[config.mk]
export PLATFORM = sky130hd
export DESIGN_NAME = serial_subtractor_flat
export DESIGN_NICKNAME = d
export VERILOG_FILES = /design/src/rtl/arith_pkg.sv /design/src/rtl/serial_subtractor_if.sv /design/src/rtl/half_subtractor.sv /design/src/rtl/serial_subtractor.sv /design/src/flat_wrapper.sv
export SDC_FILE = /design/constraint.sdc
export NUM_CORES = 1
export LEC_CHECK = 0
export BUFFER_PORTS_ARGS = -buffer_cell sky130_fd_sc_hd__buf_2
export CAP_MARGIN = 10
export CORE_MARGIN = 2
export CORE_UTILIZATION = 50
export CTS_CLUSTER_DIAMETER = 80
export DETAILED_ROUTE_END_ITERATION = 10
export PLACE_DENSITY = 0.73
export SYNTH_ARGS = -nofsm -noshare
export SYNTH_HDL_FRONTEND = slang
export SYNTH_HIERARCHICAL = 1
export SYNTH_SLANG_ARGS = --single-unit
[constraint.sdc]
create_clock -name clk -period 2 [get_ports clk]
set_input_delay 0.4 -clock clk [delete_from_list [all_inputs] [get_ports clk]]
set_output_delay 0.4 -clock clk [all_outputs]
set_load 0.05 [all_outputs]
[src/rtl/arith_pkg.sv]
// arith_pkg: shared FSM encoding and sizing helpers for the serial arithmetic cores
package arith_pkg;

    typedef enum logic [1:0] {
        IDLE  = 2'd0,
        SHIFT = 2'd1,
        DONE  = 2'd2
    } state_t;

    // Bit-counter width for a WIDTH-bit serial core; never narrower than one bit
    function automatic int cnt_width(input int w);
        return (w > 1) ? $clog2(w) : 1;
    endfunction

endpackage

[src/rtl/serial_subtractor_if.sv]
// serial_subtractor_if: start/busy/done handshake plus operand and result buses
interface serial_subtractor_if #(
    parameter int WIDTH = 8
);

    logic             start;
    logic [WIDTH-1:0] a;
    logic [WIDTH-1:0] b;
    logic             busy;
    logic             done;
    logic [WIDTH-1:0] diff;
    logic             borrow_out;

    modport master (
        output start, a, b,
        input  busy, done, diff, borrow_out
    );

    modport slave (
        input  start, a, b,
        output busy, done, diff, borrow_out
    );

endinterface

[src/rtl/half_subtractor.sv]
// half_subtractor: one-bit difference and borrow of x - y
module half_subtractor (
    input  logic x,
    input  logic y,
    output logic d,
    output logic bo
);

    assign d  = x ^ y;
    assign bo = ~x & y;

endmodule

[src/rtl/serial_subtractor.sv]
// serial_subtractor: bit-serial unsigned a - b, LSB first, one bit per clock
module serial_subtractor
    import arith_pkg::*;
#(
    parameter int WIDTH = 8
) (
    input  logic              clk,
    input  logic              rst,
    serial_subtractor_if.slave bus
);

    localparam int             CW   = cnt_width(WIDTH);
    localparam logic [CW-1:0]  LAST = CW'(WIDTH - 1);

    state_t           r_state;
    logic             r_busy;
    logic             r_done;
    logic [WIDTH-1:0] r_a;
    logic [WIDTH-1:0] r_b;
    logic             r_borrow;
    logic [CW-1:0]    r_cnt;
    logic [WIDTH-1:0] r_work;
    logic [WIDTH-1:0] r_diff;
    logic             r_bout;

    logic             w_d0;
    logic             w_bo0;
    logic             w_di;
    logic             w_bo1;
    logic             w_borrow_next;
    logic [WIDTH:0]   w_ext;
    logic [WIDTH-1:0] w_work_next;

    // Full subtractor: first stage subtracts b from a, second subtracts the incoming borrow
    half_subtractor u_hs0 (.x(r_a[0]), .y(r_b[0]),   .d(w_d0), .bo(w_bo0));
    half_subtractor u_hs1 (.x(w_d0),   .y(r_borrow), .d(w_di), .bo(w_bo1));

    assign w_borrow_next = w_bo0 | w_bo1;

    // New difference bit enters at the MSB so the LSB-first stream lands in place after WIDTH shifts
    assign w_ext       = {w_di, r_work};
    assign w_work_next = w_ext[WIDTH:1];

    assign bus.busy       = r_busy;
    assign bus.done       = r_done;
    assign bus.diff       = r_diff;
    assign bus.borrow_out = r_bout;

    // Control FSM with datapath; results are committed only on the final SHIFT edge
    always_ff @(posedge clk) begin
        if (rst) begin
            r_state  <= IDLE;
            r_busy   <= 1'b0;
            r_done   <= 1'b0;
            r_a      <= '0;
            r_b      <= '0;
            r_borrow <= 1'b0;
            r_cnt    <= '0;
            r_work   <= '0;
            r_diff   <= '0;
            r_bout   <= 1'b0;
        end else begin
            case (r_state)
                IDLE: begin
                    r_done <= 1'b0;
                    if (bus.start) begin
                        r_state  <= SHIFT;
                        r_busy   <= 1'b1;
                        r_a      <= bus.a;
                        r_b      <= bus.b;
                        r_borrow <= 1'b0;
                        r_cnt    <= '0;
                        r_work   <= '0;
                    end
                end
                SHIFT: begin
                    r_a      <= r_a >> 1;
                    r_b      <= r_b >> 1;
                    r_borrow <= w_borrow_next;
                    r_cnt    <= r_cnt + CW'(1);
                    r_work   <= w_work_next;
                    if (r_cnt == LAST) begin
                        r_state <= DONE;
                        r_done  <= 1'b1;
                        r_diff  <= w_work_next;
                        r_bout  <= w_borrow_next;
                    end
                end
                DONE: begin
                    r_state <= IDLE;
                    r_done  <= 1'b0;
                    r_busy  <= 1'b0;
                end
                default: begin
                    r_state <= IDLE;
                    r_done  <= 1'b0;
                    r_busy  <= 1'b0;
                end
            endcase
        end
    end

endmodule

[src/flat_wrapper.sv]
// flat-port wrapper written by rule: the top's interface ports become plain ports
module serial_subtractor_flat import arith_pkg::*;
#(
    parameter int WIDTH = 8
)
  (clk, rst, bus_start, bus_a, bus_b, bus_busy, bus_done, bus_diff, bus_borrow_out);
  serial_subtractor_if #(.WIDTH(WIDTH)) bus_i ();
  input  logic clk;
  input  logic rst;
  input wire logic [$bits(bus_i.start)-1:0] bus_start;
  input wire logic [$bits(bus_i.a)-1:0] bus_a;
  input wire logic [$bits(bus_i.b)-1:0] bus_b;
  output wire logic [$bits(bus_i.busy)-1:0] bus_busy;
  output wire logic [$bits(bus_i.done)-1:0] bus_done;
  output wire logic [$bits(bus_i.diff)-1:0] bus_diff;
  output wire logic [$bits(bus_i.borrow_out)-1:0] bus_borrow_out;
  assign bus_i.start = bus_start;
  assign bus_i.a = bus_a;
  assign bus_i.b = bus_b;
  assign bus_busy = bus_i.busy;
  assign bus_done = bus_i.done;
  assign bus_diff = bus_i.diff;
  assign bus_borrow_out = bus_i.borrow_out;
  serial_subtractor #(.WIDTH(WIDTH)) u_core (.clk(clk), .rst(rst), .bus(bus_i));
endmodule
Word level (Yosys, flattened, before mapping)
Index checks and enable logic that the tools add are counted.

Bits in registers: 41. Word-level logic and storage cells: 45.

Bitwise operators: 8. Equality and inequality tests: 4. Reduce and logical (&&, ||, !) cells: 7. Multiplexer cells: 15. Add/subtract/negate cells: 1.

Operator list (count): case mux 8 bit (2 select lines) (3); two-way mux 8 bit (3); AND reduction 2 bit (4); case mux 3 bit (2 select lines) (1); two-way mux 2 bit (2); case mux 1 bit (2 select lines) (2); case mux 2 bit (2 select lines) (1); adder 3 x 1 -> 3 bit, second input constant (1); == test 3 bit, second input constant (1); two-way mux 3 bit (1); inverter 1 bit (3); bitwise AND 1 bit (2); == test 2 x 1 -> 1 bit, second input constant (1); logical NOT 2 bit (1); two-way mux 1 bit (2); != test 2 x 1 -> 1 bit, second input constant (1); != test 2 bit, second input constant (1); nonzero test 2 bit (1); OR reduction 2 bit (1); XOR 1 bit (2); bitwise OR 1 bit (1).

Depth between registers and ports, before layout
Gate-level depths: netlist of run 1.

Word-level depth: 5. Mapped depth: 8.

Modules after synthesis
Netlist of run 1, hierarchy kept.

By module, submodules not included: serial_subtractor (cells each 179, instances 1, seq. area each 800.8 um^2, area each 1595.3 um^2); half_subtractor (cells each 3, instances 2, seq. area each 0.0 um^2, area each 20.0 um^2).

Worst setup path after synthesis of run 1
Ideal clock, no wire load.

Kind: register -> register. Start: register u_core.r_cnt[0]. End: register u_core.r_bout, in the netlist u_core/bus.borrow_out. Path slack: 0.697 ns. Data required time: 1.881 ns. Path buffers: 1. Clock period less this slack: 1.303 ns. Arrival time: 1.184 ns. Setup time: 0.119 ns. Cell stages (with the launch flop): 7. Cells stage by stage: dfxtp_1 -> ha_1 -> ha_1 -> and3b_1 -> buf_4 -> nor2_1 -> nor3_2.

Cells in the longest elaborated chain, start to end: 2.

RTL lines: start, declared (line serial_subtractor.sv:21) `logic [CW-1:0] r_cnt;`; start signal, assigned (line serial_subtractor.sv:80) `r_cnt <= r_cnt + CW'(1);`; == test 3 bit (line serial_subtractor.sv:82) `if (r_cnt == LAST) begin`; AND reduction 2 bit (no line); end signal, assigned (line serial_subtractor.sv:86) `r_bout <= w_borrow_next;`; end, declared (line serial_subtractor.sv:24) `logic r_bout;`.

No other way between the ends. A chain may end at the register's enable or synchronous reset.

Worst setup path after layout of run 1
Start: register u_core.r_state[0]. End: register u_core.r_b[2].

Cells in the longest elaborated chain, start to end: 3. Elaborated cells on any way between the ends: 6.

RTL lines: start, declared (line serial_subtractor.sv:15) `state_t r_state;`; start signal, assigned (line serial_subtractor.sv:52) `r_state <= IDLE;`; start signal, assigned (line serial_subtractor.sv:67) `r_state <= SHIFT;`; start signal, assigned (line serial_subtractor.sv:83) `r_state <= DONE;`; == test 2 x 1 -> 1 bit or logical NOT 2 bit (tied branches) (line serial_subtractor.sv:63) `case (r_state)`; nonzero test 2 bit (no line) or != test 2 bit (tied branches); AND reduction 2 bit (no line); end signal, assigned (line serial_subtractor.sv:70) `r_b <= bus.b;`; end signal, assigned (line serial_subtractor.sv:78) `r_b <= r_b >> 1;`; end, declared (line serial_subtractor.sv:19) `logic [WIDTH-1:0] r_b;`.

Several ways; a longest one is shown, not always the timed one.

==> metrics, run 1 <==
Routed Antenna Nets=0; Max clock buf depth=2; # IOs=30; area delta synth->final=14.0%; RR Startpoint=u_core/r_state[0]$_SDFFE_PP0P_; status=finished clean; pre-CTS setup slack=approximately 0.41 ns; post-synth top area share=0.490; crit share post-route=0.822; most common cell in the netlist=dfxtp_1; cell taking the most area after synthesis=dfxtp_1; Least-Margin Pin Slew=0.733 ns; CTS sink cnt=40; global route total overflow=0; layout cells sized above 1=0.212; Post-CTS Setup Inserts=0; Clk pin slew, worst setup/hold paths=between 0.1 and 0.15 ns; synth cell count leaders=dfxtp_1 (40), nor2_1 (36), nand2_1 (17); # DRC=0; starting density of the core=0.531; Worst Setup SP=u_core/r_state[0]$_SDFFE_PP0P_; Pleak=0.768 nW; cts bufs inserted=5; CTS tree=done; GRT Total Usage=0.206; Core ar.=between 3000 and 4000 um^2; sequential area share after synthesis=0.490; Via density=roughly 5.5; register area=801 um^2; Net Switching=0.000379 W; hold wc startpoint=bus_a[7]; Worst Skew=roughly 0.0095 ns; Hold Violations, Final=0; cell area after synthesis=between 1500 and 2000 um^2; Critical R2R Capture=u_core/r_b[2]$_SDFFE_PP0P_; die width=61.2 um; Die Ht=slightly above 60 um; Port Buffers=29; row count=20; largest net degree at the start of global routing=24; worst skew pair latency=0.35 ns; VDD IR max=0.478 mV; slew margin rel.=0.511; Tmin final=between 1.5 and 2 ns; worst min path class=input port to flip-flop; Clk pwr share=0.333; vias in the first global route=1353; PD cells=833 nW/um^2; n_diodes=0; drt wl/cell=13.1 um; worst-path maximum fanout=21; DR vias=between 1000 and 1500; unrepaired setup endpoints after global routing=false; yosys warns=6; Fmax=608 MHz; fillers=292; total negative setup slack=0 ns; Slew Viols, Final=0; flops & latches, synth=40; Root Driver=clkbuf_4; Worst Setup EP=u_core/r_b[2]$_SDFFE_PP0P_; Post-synth EDFFs=0; Seq pwr share=0.560; Synth area leaders=dfxtp_1 (49%), nor2_1 (8.3%), a222oi_1 (6.1%), nand2b_1 (5.7%), a22oi_1 (5.0%); DP HPWL=2370 um; predominant post-synthesis flop cell=dfxtp_1; sw frac=0.244; die area=roughly 3700 um^2; cts hold-fix bufs=0; GPL Wtd Cong=0.818; DR iter-0 viols=154; Crit Path Class=flip-flop to flip-flop; post-CTS resize count=0; Mapped Cells=185; CP Capture Type=flip-flop; mean post-synth cell area=8.84 um^2; setup ws final=0.356 ns; Synth cell types=27; Arrival @ worst endpoint=1.89 ns; Net Count, Synth=208; area of the multi-input gates=around 740 um^2; internal power=0.00117 W; Required @ worst endpoint=2.25 ns; final net count=234; initial antenna violation count=0; ys async rst share=0; Register-to-Register Path Depth=2; Comb power frac=0.107; Max Cap Viol=0; R2R setup slack=0.36 ns; first-pass GRT wire length=between 5000 and 6000 um; endpoints failing setup=0; H-tree levels=2; drt pass-1 iters=5; final WL=3350 um; CP startpoint kind=flip-flop
[critical path, cell delays in order, from the launching register on]
cell	delay [ns]
dfxtp_1	0.81
o21ai_2	0.35
a222oi_1	0.39
[worst min-delay path by stage]
stage | slack [ns] | depth (start not counted) | to
after global routing | 0.29 | 3 | u_core/r_b[7]$_SDFFE_PP0P_
after CTS | 0.28 | 3 | u_core/r_a[7]$_SDFFE_PP0P_
final | 0.29 | 3 | u_core/r_a[7]$_SDFFE_PP0P_
after global placement | 0.44 | 2 | u_core/r_borrow$_SDFFE_PP0P_
after detailed placement | 0.45 | 2 | u_core/bus.diff[4]$_SDFFE_PP0P_
after floorplan | 0.43 | 2 | u_core/bus.diff[0]$_SDFFE_PP0P_
[placed cells by master, fill, tap and decap left out, types with 5 or more instances in the layout]
cell type	instances
clkbuf_4	5
a21oi_1	15
nor2_1	36
nand2b_1	15
nand2_1	17
dfxtp_1	40
a222oi_1	10
buf_2	29
a22oi_1	11
inv_1	5
[through the flow]
stage / total power (W) / hold WS, ns / std cells / util / cell area [um^2]
3_5_place_dp: 0.00106 / 0.448 / 248 / 0.581 / 1790
4_1_cts: 0.00157 / 0.278 / 256 / 0.606 / 1860
5_1_grt: 0.00163 / 0.292 / 256 / 0.606 / 1860
2_1_floorplan: 0.00100 / 0.432 / 185 / - / 1640
6_report: 0.00155 / 0.293 / 256 / 0.606 / 1860
3_3_place_gp: 0.00104 / 0.444 / 248 / 0.581 / 1790
[cell type report]
cell class | instances | area share
Timing Repair Buffer | 32 | 0.0899
Clock buffer | 6 | 0.0221
Inverter | 6 | 0.0121
Tap cell | 44 | 0.0295
Sequential cell | 40 | 0.430
Multi-Input combinational cell | 126 | 0.398
Clock inverter | 2 | 0.0188
[power groups by stage]
stage	Sequential (W)	Combinational, W	Clock [W]
finish	0.000871	0.000166	0.000517
global route	0.000877	0.000189	0.000565
CTS	0.000870	0.000168	0.000535
detailed placement	0.000888	0.000167	0
global placement	0.000886	0.000157	0
floorplan	0.000881	0.000123	0
[cells by family after synthesis]
kind of cell,synth area share
mux,0.00612
buf+inv,0.0566
simple gates,0.223
flops,0.490
fa+ha+maj,0.0306
compound gates,0.194
[sequential cells by signal, indices dropped and copies added (netlist names)]
register / count
u_core/bus.done: 1
u_core/bus.busy: 1
u_core/bus.diff: 8
u_core/r_cnt: 3
u_core/bus.borrow_out: 1
u_core/r_b: 8
u_core/r_work: 7
u_core/r_a: 8
u_core/r_state: 2
u_core/r_borrow: 1
[per-layer routing]
metal | GRT usage | vias to the layer above | wire length (um)
li1 | - | 699 | -
met1 | 0.248 | 660 | 1530
met2 | 0.343 | 39 | 1590
met3 | 0.0630 | 6 | 191
met4 | 0.0807 | 0 | 44
met5 | 0 | - | 0
Power figures use the tool's default switching activity.
==> run 2, diff against run 1 <==
clock period = 1.65 ns   (was 2 ns; I/O delays follow)
==> run 2 against run 1 <==
Global-route usage fell by 1.3 points. Sequential power up 21%. Via count fell by 3.3%. Combinational power rose by 22%.
==> metrics, run 2 (same netlist as run 1, synthesis figures left out) <==
hold wc startpoint=bus_b[7]; Required @ worst endpoint=1.93 ns (-0.32 ns); Fmax=706 MHz (+16%); Worst Setup SP=u_core/r_cnt[0]$_SDFFE_PP0P_; Worst Skew=0.00528 ns (-0.00426 ns); cts hold-fix bufs=0 (unchanged); M1 WL=1490 um (-2.3%); drt wl/cell=12.4 um (-5.2%); Die Ht=61.2 um (unchanged); Pwr Total=0.00179 W (+15%); CP startpoint kind=flip-flop; slew margin rel.=0.588 (+0.0771); CP Capture Type=flip-flop; vias in the first global route=1258 (-7.0%); Bufs and invs on worst path=0 (unchanged); unrepaired setup endpoints after global routing=false; area delta synth->final=13.8%; Clk pin slew, worst setup/hold paths=0.11 ns (about the same); CTS sink cnt=40 (unchanged); Least-Margin Pin Slew=0.618 ns (-0.115 ns); VDD IR max=0.669 mV (+40%); commonest non-fill, non-tap cell in the layout=dfxtp_1; hold_ws=0.230 ns (-0.0635 ns); DP HPWL=2220 um (-6.4%); delay-heaviest family, CP=simple AND/OR/NAND/NOR gates; Crit path top cell by count=ha_1; largest net degree at the start of global routing=27 (+13%); Root Driver=clkbuf_4; # IOs=30 (unchanged); crit share post-route=0.859 (+0.0371); endpoints failing setup=0 (unchanged); die width=61.2 um (unchanged); die area=3740 um^2 (unchanged); # DRC=0 (unchanged); initial antenna violation count=0 (unchanged); H-tree levels=2 (unchanged); Core ar.=3080 um^2 (unchanged); Arrival @ worst endpoint=1.70 ns (-0.19 ns); Max clock buf depth=2 (unchanged); first-pass GRT wire length=5350 um (-5.4%); layout cells sized above 1=0.217 (+0.00472); GPL Wtd Cong=0.749 (-8.4%); starting density of the core=0.531 (unchanged); WL met3=179 um (-6.3%); worst-path maximum fanout=9 (-57%); worst min path class=input port to flip-flop; global route total overflow=0 (unchanged); post-CTS resize count=0 (unchanged); RR Startpoint=u_core/r_cnt[0]$_SDFFE_PP0P_; dpl cell area=1800 um^2 (+0.42%); Hold Violations, Final=0 (unchanged); Port Buffers=29 (unchanged); worst skew pair latency=0.35 ns (about the same); final net count=235 (+0.43%); Routed Antenna Nets=0 (unchanged); Final Core Density=0.604 (-0.00122); CP Cell Sequence=ha_1 > ha_1 > and3b_1 > nor2_1 > nor3_2; fillers=297 (+1.7%); cts bufs inserted=5 (unchanged); Post-CTS Setup Inserts=0 (unchanged); met2 WL post-DR=1470 um (-7.8%); row count=20 (unchanged); Slew Viols, Final=0 (unchanged); final instance area=1860 um^2 (-0.20%); most frequent cells in the layout=dfxtp_1 (40), nor2_1 (36), buf_2 (29), nand2_1 (17); Crit Path Class=flip-flop to flip-flop; DR vias=1358 (-3.3%); total negative setup slack=0 ns (unchanged); Max Cap Viol=0 (unchanged); register area=801 um^2 (unchanged); max layer used=met4; DR iter-0 viols=90 (-42%); n_diodes=0 (unchanged); CTS tree=done; slowest stage delay, CP=0.37 ns (-0.44 ns); area of the multi-input gates=742 um^2 (unchanged); Via density=5.30 (-3.3%); Max stage delay cell, worst path=and3b_1; drt pass-1 iters=4 (-1); final WL=3180 um (-5.2%); Tmin final=1.42 ns (-0.226 ns); GRT Total Usage=0.193 (-0.0127); Pleak=0.769 nW (about the same); PD cells=962 nW/um^2 (+15%); status=finished clean
## run 2: cell types whose count changed in the layout (fill, tap and decap cells not counted)
cell | before | now
clkbuf_8 | 0 | 2
clkinv_2 | 1 | 0
bufinv_16 | 1 | 0
clkbuf_1 | 1 | 0
buf_4 | 3 | 4
## run 2: through the flow
stage                     worst slack [ns]  instances
after detailed placement             0.247        249
after floorplan                      0.347        185
after CTS                            0.216        256
final                                0.233        256
after global routing                0.0439        256
after global placement               0.303        249
## run 2: final timing paths
check	end	slack (ns)	cells past startpoint
max	u_core/bus.borrow_out$_SDFFE_PP0P_	0.23	5
min	u_core/r_b[7]$_SDFFE_PP0P_	0.23	3
max reg2reg	u_core/bus.borrow_out$_SDFFE_PP0P_	0.23	5
min reg2reg	u_core/bus.diff[0]$_SDFFE_PP0P_	0.46	2
## run 2: power breakdown
| group | total (W) | internal, W | switching, W | leakage [nW] |
|---|---|---|---|---|
| clock network | 0.000539 | 0.000242 | 0.000297 | 0.0374 |
| logic | 0.000202 | 0.0000886 | 0.000113 | 0.404 |
| registers | 0.00105 | 0.00102 | 0.0000319 | 0.327 |
| total | 0.00179 | 0.00135 | 0.000442 | 0.769 |
## run 2: metal layers
metal,track usage,vias up
met1,0.246,620
met2,0.305,32
met3,0.0609,5
met4,0.0745,0
li1,-,701
met5,0,-
## run 2: worst reg2reg max path, cell delays in order (launching register included)
cell	delay, ns
dfxtp_1	0.36
ha_1	0.15
ha_1	0.21
and3b_1	0.37
nor2_1	0.10
nor3_2	0.16
## run 2: area by class of cell
class | count | area share
inverter | 6 | 0.0121
tap | 44 | 0.0296
timing repair buffer | 33 | 0.0941
multi-input combinational | 126 | 0.399
clock buffer | 7 | 0.0350
sequential | 40 | 0.430
